==> config.mk <==
export PLATFORM = sky130hd
export DESIGN_NAME = io_load_sequencer
export DESIGN_NICKNAME = d
export VERILOG_FILES = /design/src/rtl/io_load_pkg.sv /design/src/rtl/io_load_sequencer_counter.sv /design/src/rtl/io_load_sequencer.sv
export SDC_FILE = /design/constraint.sdc
export NUM_CORES = 1
export LEC_CHECK = 0
export ABC_AREA = 0
export CAP_MARGIN = 20
export CORE_MARGIN = 2
export CORE_UTILIZATION = 55
export DETAILED_ROUTE_END_ITERATION = 10
export PLACE_DENSITY_LB_ADDON = 0.3
export SETUP_SLACK_MARGIN = 0.05
export SYNTH_ARGS = -nofsm -noshare
export SYNTH_HDL_FRONTEND = slang
export SYNTH_HIERARCHICAL = 1
export SYNTH_SLANG_ARGS = --single-unit
==> constraint.sdc <==
create_clock -name clk -period 5.4 [get_ports clk]
set_clock_uncertainty 0.15 [all_clocks]
set_input_delay 0.81 -clock clk [delete_from_list [all_inputs] [get_ports clk]]
set_output_delay 0.81 -clock clk [all_outputs]
set_load 0.01 [all_outputs]
==> src/rtl/io_load_pkg.sv <==
// Shared state encodings, RAM-select codes and default word counts for the
// chip initial-load sequencer.
package io_load_pkg;

    typedef logic [2:0] load_state_t;

    localparam load_state_t ST_IDLE     = 3'd0;
    localparam load_state_t ST_LOAD_CNN = 3'd1;
    localparam load_state_t ST_LOAD_FC  = 3'd2;
    localparam load_state_t ST_LOAD_IMG = 3'd3;
    localparam load_state_t ST_DONE     = 3'd4;

    localparam logic [2:0] SEL_NONE = 3'b000;
    localparam logic [2:0] SEL_CNN  = 3'b001;
    localparam logic [2:0] SEL_FC   = 3'b010;
    localparam logic [2:0] SEL_IMG  = 3'b100;

    localparam int DEF_CNN_WORDS = 1024;
    localparam int DEF_FC_WORDS  = 4096;
    localparam int DEF_IMG_WORDS = 1024;

    function automatic logic is_load_state(input load_state_t s);
        return (s == ST_LOAD_CNN) || (s == ST_LOAD_FC) || (s == ST_LOAD_IMG);
    endfunction

endpackage

==> src/rtl/io_load_sequencer_counter.sv <==
// Per-phase word counter: counts accepted words and wraps to zero on the
// final word of the current phase so every RAM starts at address 0.
module load_word_counter #(
    parameter int ADDR_W = 13
) (
    input  logic              clk,
    input  logic              rst,
    input  logic              inc,
    input  logic [ADDR_W:0]   limit,
    output logic [ADDR_W-1:0] count,
    output logic              last
);

    localparam logic [ADDR_W:0] ONE = (ADDR_W+1)'(1);

    logic [ADDR_W-1:0] count_q;
    logic [ADDR_W-1:0] count_d;

    // next-count and end-of-phase detect
    always_comb begin
        last    = inc & ({1'b0, count_q} == (limit - ONE));
        count_d = count_q;
        if (last) begin
            count_d = '0;
        end else if (inc) begin
            count_d = count_q + {{(ADDR_W-1){1'b0}}, 1'b1};
        end else begin
            count_d = count_q;
        end
    end

    // count register
    always_ff @(posedge clk) begin
        if (rst) begin
            count_q <= '0;
        end else begin
            count_q <= count_d;
        end
    end

    assign count = count_q;

endmodule

==> src/rtl/io_load_sequencer.sv <==
// Initial-load sequencer: streams input words into CNN, FC and image RAMs
// in that order over a shared registered write port, with sticky done flags.
module io_load_sequencer
    import io_load_pkg::*;
#(
    parameter int DATA_W    = 16,
    parameter int ADDR_W    = 13,
    parameter int CNN_WORDS = DEF_CNN_WORDS,
    parameter int FC_WORDS  = DEF_FC_WORDS,
    parameter int IMG_WORDS = DEF_IMG_WORDS
) (
    input  logic              clk,
    input  logic              rst,
    input  logic              load,
    input  logic              in_valid,
    input  logic [DATA_W-1:0] in_data,
    output logic              in_ready,
    output logic              wr_en,
    output logic [2:0]        wr_sel,
    output logic [ADDR_W-1:0] wr_addr,
    output logic [DATA_W-1:0] wr_data,
    output logic              doneLoadingCNN,
    output logic              doneLoadingFC,
    output logic              doneLoadingIMG,
    output logic              busy
);

    if (CNN_WORDS < 1 || CNN_WORDS > 2**ADDR_W) begin : g_bad_cnn
        $error("io_load_sequencer: CNN_WORDS out of range for ADDR_W");
    end
    if (FC_WORDS < 1 || FC_WORDS > 2**ADDR_W) begin : g_bad_fc
        $error("io_load_sequencer: FC_WORDS out of range for ADDR_W");
    end
    if (IMG_WORDS < 1 || IMG_WORDS > 2**ADDR_W) begin : g_bad_img
        $error("io_load_sequencer: IMG_WORDS out of range for ADDR_W");
    end

    localparam logic [ADDR_W:0] CNN_LIM = (ADDR_W+1)'(CNN_WORDS);
    localparam logic [ADDR_W:0] FC_LIM  = (ADDR_W+1)'(FC_WORDS);
    localparam logic [ADDR_W:0] IMG_LIM = (ADDR_W+1)'(IMG_WORDS);

    load_state_t       state_q, state_d;
    logic              wr_en_q, wr_en_d;
    logic [2:0]        wr_sel_q, wr_sel_d;
    logic [ADDR_W-1:0] wr_addr_q, wr_addr_d;
    logic [DATA_W-1:0] wr_data_q, wr_data_d;
    logic              done_cnn_q, done_cnn_d;
    logic              done_fc_q, done_fc_d;
    logic              done_img_q, done_img_d;

    logic              accept_s;
    logic              last_s;
    logic [ADDR_W-1:0] count_s;
    logic [ADDR_W:0]   limit_s;
    logic [2:0]        phase_sel_s;

    load_word_counter #(.ADDR_W(ADDR_W)) u_counter (
        .clk   (clk),
        .rst   (rst),
        .inc   (accept_s),
        .limit (limit_s),
        .count (count_s),
        .last  (last_s)
    );

    // phase decode, FSM next state, done flags and write-port next values
    always_comb begin
        in_ready    = is_load_state(state_q);
        busy        = is_load_state(state_q);
        accept_s    = in_valid & in_ready;
        state_d     = state_q;
        done_cnn_d  = done_cnn_q;
        done_fc_d   = done_fc_q;
        done_img_d  = done_img_q;
        limit_s     = CNN_LIM;
        phase_sel_s = SEL_NONE;

        case (state_q)
            ST_IDLE: begin
                if (load) begin
                    state_d    = ST_LOAD_CNN;
                    done_cnn_d = 1'b0;
                    done_fc_d  = 1'b0;
                    done_img_d = 1'b0;
                end else begin
                    state_d = ST_IDLE;
                end
            end
            ST_LOAD_CNN: begin
                limit_s     = CNN_LIM;
                phase_sel_s = SEL_CNN;
                if (last_s) begin
                    state_d    = ST_LOAD_FC;
                    done_cnn_d = 1'b1;
                end else begin
                    state_d = ST_LOAD_CNN;
                end
            end
            ST_LOAD_FC: begin
                limit_s     = FC_LIM;
                phase_sel_s = SEL_FC;
                if (last_s) begin
                    state_d   = ST_LOAD_IMG;
                    done_fc_d = 1'b1;
                end else begin
                    state_d = ST_LOAD_FC;
                end
            end
            ST_LOAD_IMG: begin
                limit_s     = IMG_LIM;
                phase_sel_s = SEL_IMG;
                if (last_s) begin
                    state_d    = ST_DONE;
                    done_img_d = 1'b1;
                end else begin
                    state_d = ST_LOAD_IMG;
                end
            end
            ST_DONE: begin
                // load must drop before another sequence can start
                if (!load) begin
                    state_d = ST_IDLE;
                end else begin
                    state_d = ST_DONE;
                end
            end
            default: begin
                state_d = ST_IDLE;
            end
        endcase

        wr_en_d = accept_s;
        if (accept_s) begin
            wr_sel_d  = phase_sel_s;
            wr_addr_d = count_s;
            wr_data_d = in_data;
        end else begin
            wr_sel_d  = wr_sel_q;
            wr_addr_d = wr_addr_q;
            wr_data_d = wr_data_q;
        end
    end

    // state, write port and done flag registers
    always_ff @(posedge clk) begin
        if (rst) begin
            state_q    <= ST_IDLE;
            wr_en_q    <= 1'b0;
            wr_sel_q   <= SEL_NONE;
            wr_addr_q  <= '0;
            wr_data_q  <= '0;
            done_cnn_q <= 1'b0;
            done_fc_q  <= 1'b0;
            done_img_q <= 1'b0;
        end else begin
            state_q    <= state_d;
            wr_en_q    <= wr_en_d;
            wr_sel_q   <= wr_sel_d;
            wr_addr_q  <= wr_addr_d;
            wr_data_q  <= wr_data_d;
            done_cnn_q <= done_cnn_d;
            done_fc_q  <= done_fc_d;
            done_img_q <= done_img_d;
        end
    end

    assign wr_en          = wr_en_q;
    assign wr_sel         = wr_sel_q;
    assign wr_addr        = wr_addr_q;
    assign wr_data        = wr_data_q;
    assign doneLoadingCNN = done_cnn_q;
    assign doneLoadingFC  = done_fc_q;
    assign doneLoadingIMG = done_img_q;

endmodule

==> flow_metrics.tcl <==
set metrics [dict create \
    status "complete, no violations" \
    synth_compound_area_frac 0.197 \
    syn_to_final_growth_pct 29.1 \
    critPathMaxFanout 19 \
    cts_setup_buffers 0 \
    postRouteAntennaNets 0 \
    hp-class "reg2reg" \
    hpwl_um 4110 \
    cts_tree "yes" \
    netlist_area_mm2 0.00277 \
    nNetsFinal 416 \
    ys_types 55 \
    irDropWorstVdd_mv 0.183 \
    grt_pass1_vias 2236 \
    yosys_register_bits 52 \
    rrSetupSlack_ns 1.82 \
    syn_avg_cell_area_um2 9.17 \
    wl_um 6020 \
    placedInstanceArea_mm2 0.00345 \
    num_io_pins 58 \
    async_flop_share 0 \
    coreArea_mm2 0.00479 \
    syn_inst 302 \
    relSlewSlack 0.292 \
    reg2reg_from "state_q[1]" \
    root_buffer "clkbuf_8" \
    clkSinkCount 52 \
    cts_max_path_buffers 2 \
    required_ns 5.41 \
    clk_pin_slew_worst_paths_ns 0.09 \
    synth_top_family_by_area "simple AND/OR/NAND/NOR gates" \
    start_kind "flop" \
    port_buffers 57 \
    synth_xor_area_frac 0.0822 \
    synthSimpleGateAreaFrac 0.254 \
    reg2reg_depth 10 \
    seq_area_frac_synth 0.376 \
    gp_congestion 0.806 \
    final_common_cell "clkdlybuf4s50_1" \
    rsz0062_at_grt "no" \
    cellLeakagePower_nw 1.29 \
    yosys_warnings 6 \
    mostFrequentLayoutCells "clkdlybuf4s50_1 (56), dfxtp_1 (52), conb_1 (51), o21ai_0 (33), nand3_1 (29)" \
    drc_errors 0 \
    hold_viol 0 \
    antenna_found_initial 0 \
    power_density_mw_per_mm2 218 \
    worstMarginPinSlew_ns 1.06 \
    crit_start "state_q[1]" \
    final_util 0.747 \
    ctsHoldBuffers 0 \
    track_usage 0.227 \
    r2r-end "state_q[0]" \
    via_per_inst 5.30 \
    via_count 2448 \
    grt_first_pass_wirelength_um 10000 \
    synth_edf_count 0 \
    hold_end "wr_data[8]" \
    start_util 0.579 \
    fp.dieW_um 75.0 \
    min_period_over_period 0.664 \
    drive_gt1_frac 0.132 \
    grt_max_degree 51 \
    drt_iter0_drc 167 \
    dieArea_mm2 0.00562 \
    cts_resized 0 \
    tns_ns 0 \
    synth.area.mux_share 0.0113 \
    finalSetupViolations 0 \
    path_class "reg2reg" \
    cp-end-kind "flop" \
    numCtsBuffers 5 \
    h-tree-depth 2 \
    antenna_cells 0 \
    hold_start "wr_data[8]" \
    drv_cap 0 \
    period_needed_ns 3.58 \
    final_max_slew_viol_count 0 \
    first_pass_iters 5 \
    die_h_um 75.0 \
    synthAdderAreaFrac 0.00904 \
    clkLatencyLatePin_ns 0.30 \
    grt_overflow_total 0 \
    cp_data_arrival_time_ns 3.59 \
    worstHoldPathCells 2 \
    ys.flop_type "dfxtp_1" \
    wl_per_cell_um 13.0 \
    n_fill_cell 355 \
    timing.fmax_ghz 0.279 \
    postLayoutCellArea_mm2 0.00357 \
    rows 25 \
]
==> worst max-delay path: stages (launching register included) <==
cell,delay (ns)
dfxtp_1,0.64
nor3b_2,0.53
inv_1,0.16
or4_4,0.54
o31a_1,0.27
o311ai_2,0.32
a2111oi_4,0.09
buf_4,0.23
mux2_2,0.28
o21ai_0,0.14
nor3_1,0.06
==> flip-flops by register name, summed over array words and instances, names as in the netlist, 3 cells and up <==
register and count:
u_counter/count 13, wr_data 16, state_q 3, wr_addr 13
wr_sel 3
==> cells by family after synthesis <==
kind of cell,count (synthesis)
AOI/OAI and AO/OA,87
other,1
xor gates and xnor gates,26
muxes,3
buffers and inverters,28
and+or+nand+nor,103
adders and majority gates,2
DFF,52
==> cell usage after synthesis, drive strengths merged (4+ instances only) <==
| library cell | instances | area [um^2] |
|---|---|---|
| a21oi | 36 | 218 |
| o21ai | 36 | 180 |
| nand2 | 9 | 33.8 |
| nand3 | 39 | 245 |
| buf | 16 | 143 |
| nor3 | 21 | 166 |
| nor2 | 8 | 46.3 |
| xor2 | 15 | 131 |
| clkbuf | 8 | 33.8 |
| xnor2 | 11 | 96.3 |
| dfxtp | 52 | 1040 |
| nor2b | 4 | 25.0 |
| inv | 4 | 15.0 |
==> stage by stage <==
step | hold slack, ns | setup slack, ns | power [mW] | std cells
2_1_floorplan | 0.329 | 2.44 | 0.469 | 352
3_3_place_gp | 0.298 | 1.71 | 0.495 | 454
3_5_place_dp | 0.317 | 1.58 | 0.496 | 454
4_1_cts | 0.330 | 1.83 | 0.780 | 462
5_1_grt | 0.363 | 1.61 | 0.812 | 462
6_report | 0.329 | 1.82 | 0.778 | 462
==> worst max path at each step <==
| stage | to | slack [ns] |
|---|---|---|
| finish | state_q[0] | 1.82 |
| global route | state_q[1] | 1.61 |
| CTS | state_q[0] | 1.83 |
| detailed placement | doneLoadingCNN | 1.58 |
| global placement | doneLoadingCNN | 1.71 |
| floorplan | doneLoadingCNN | 2.44 |
==> power by group <==
part / switching, mW / leakage, nW / internal [mW]
Clock: 0.124 / 0.0645 / 0.164
Combinational: 0.0531 / 0.802 / 0.0404
Sequential: 0.00613 / 0.421 / 0.390
==> layer usage <==
metal  track usage  share of wire  vias up
met2         0.389           0.51       57
met3        0.0415          0.038        5
met4        0.0575         0.0063        0
li1              -              -     1216
met5             0              0        -
met1         0.295           0.44     1170
==> layout make-up <==
cell class              instances  area (um^2)  area share
clock inverters                 1         30.0     0.00840
well taps                      67         83.8      0.0235
inverters                       4         15.0     0.00420
repair buffers                 59          581       0.162
flip-flops and latches         52         1040       0.291
multi-input cells             272         1730       0.483
clock buffers                   7         96.3      0.0270
(Power assumes the default switching activity.)
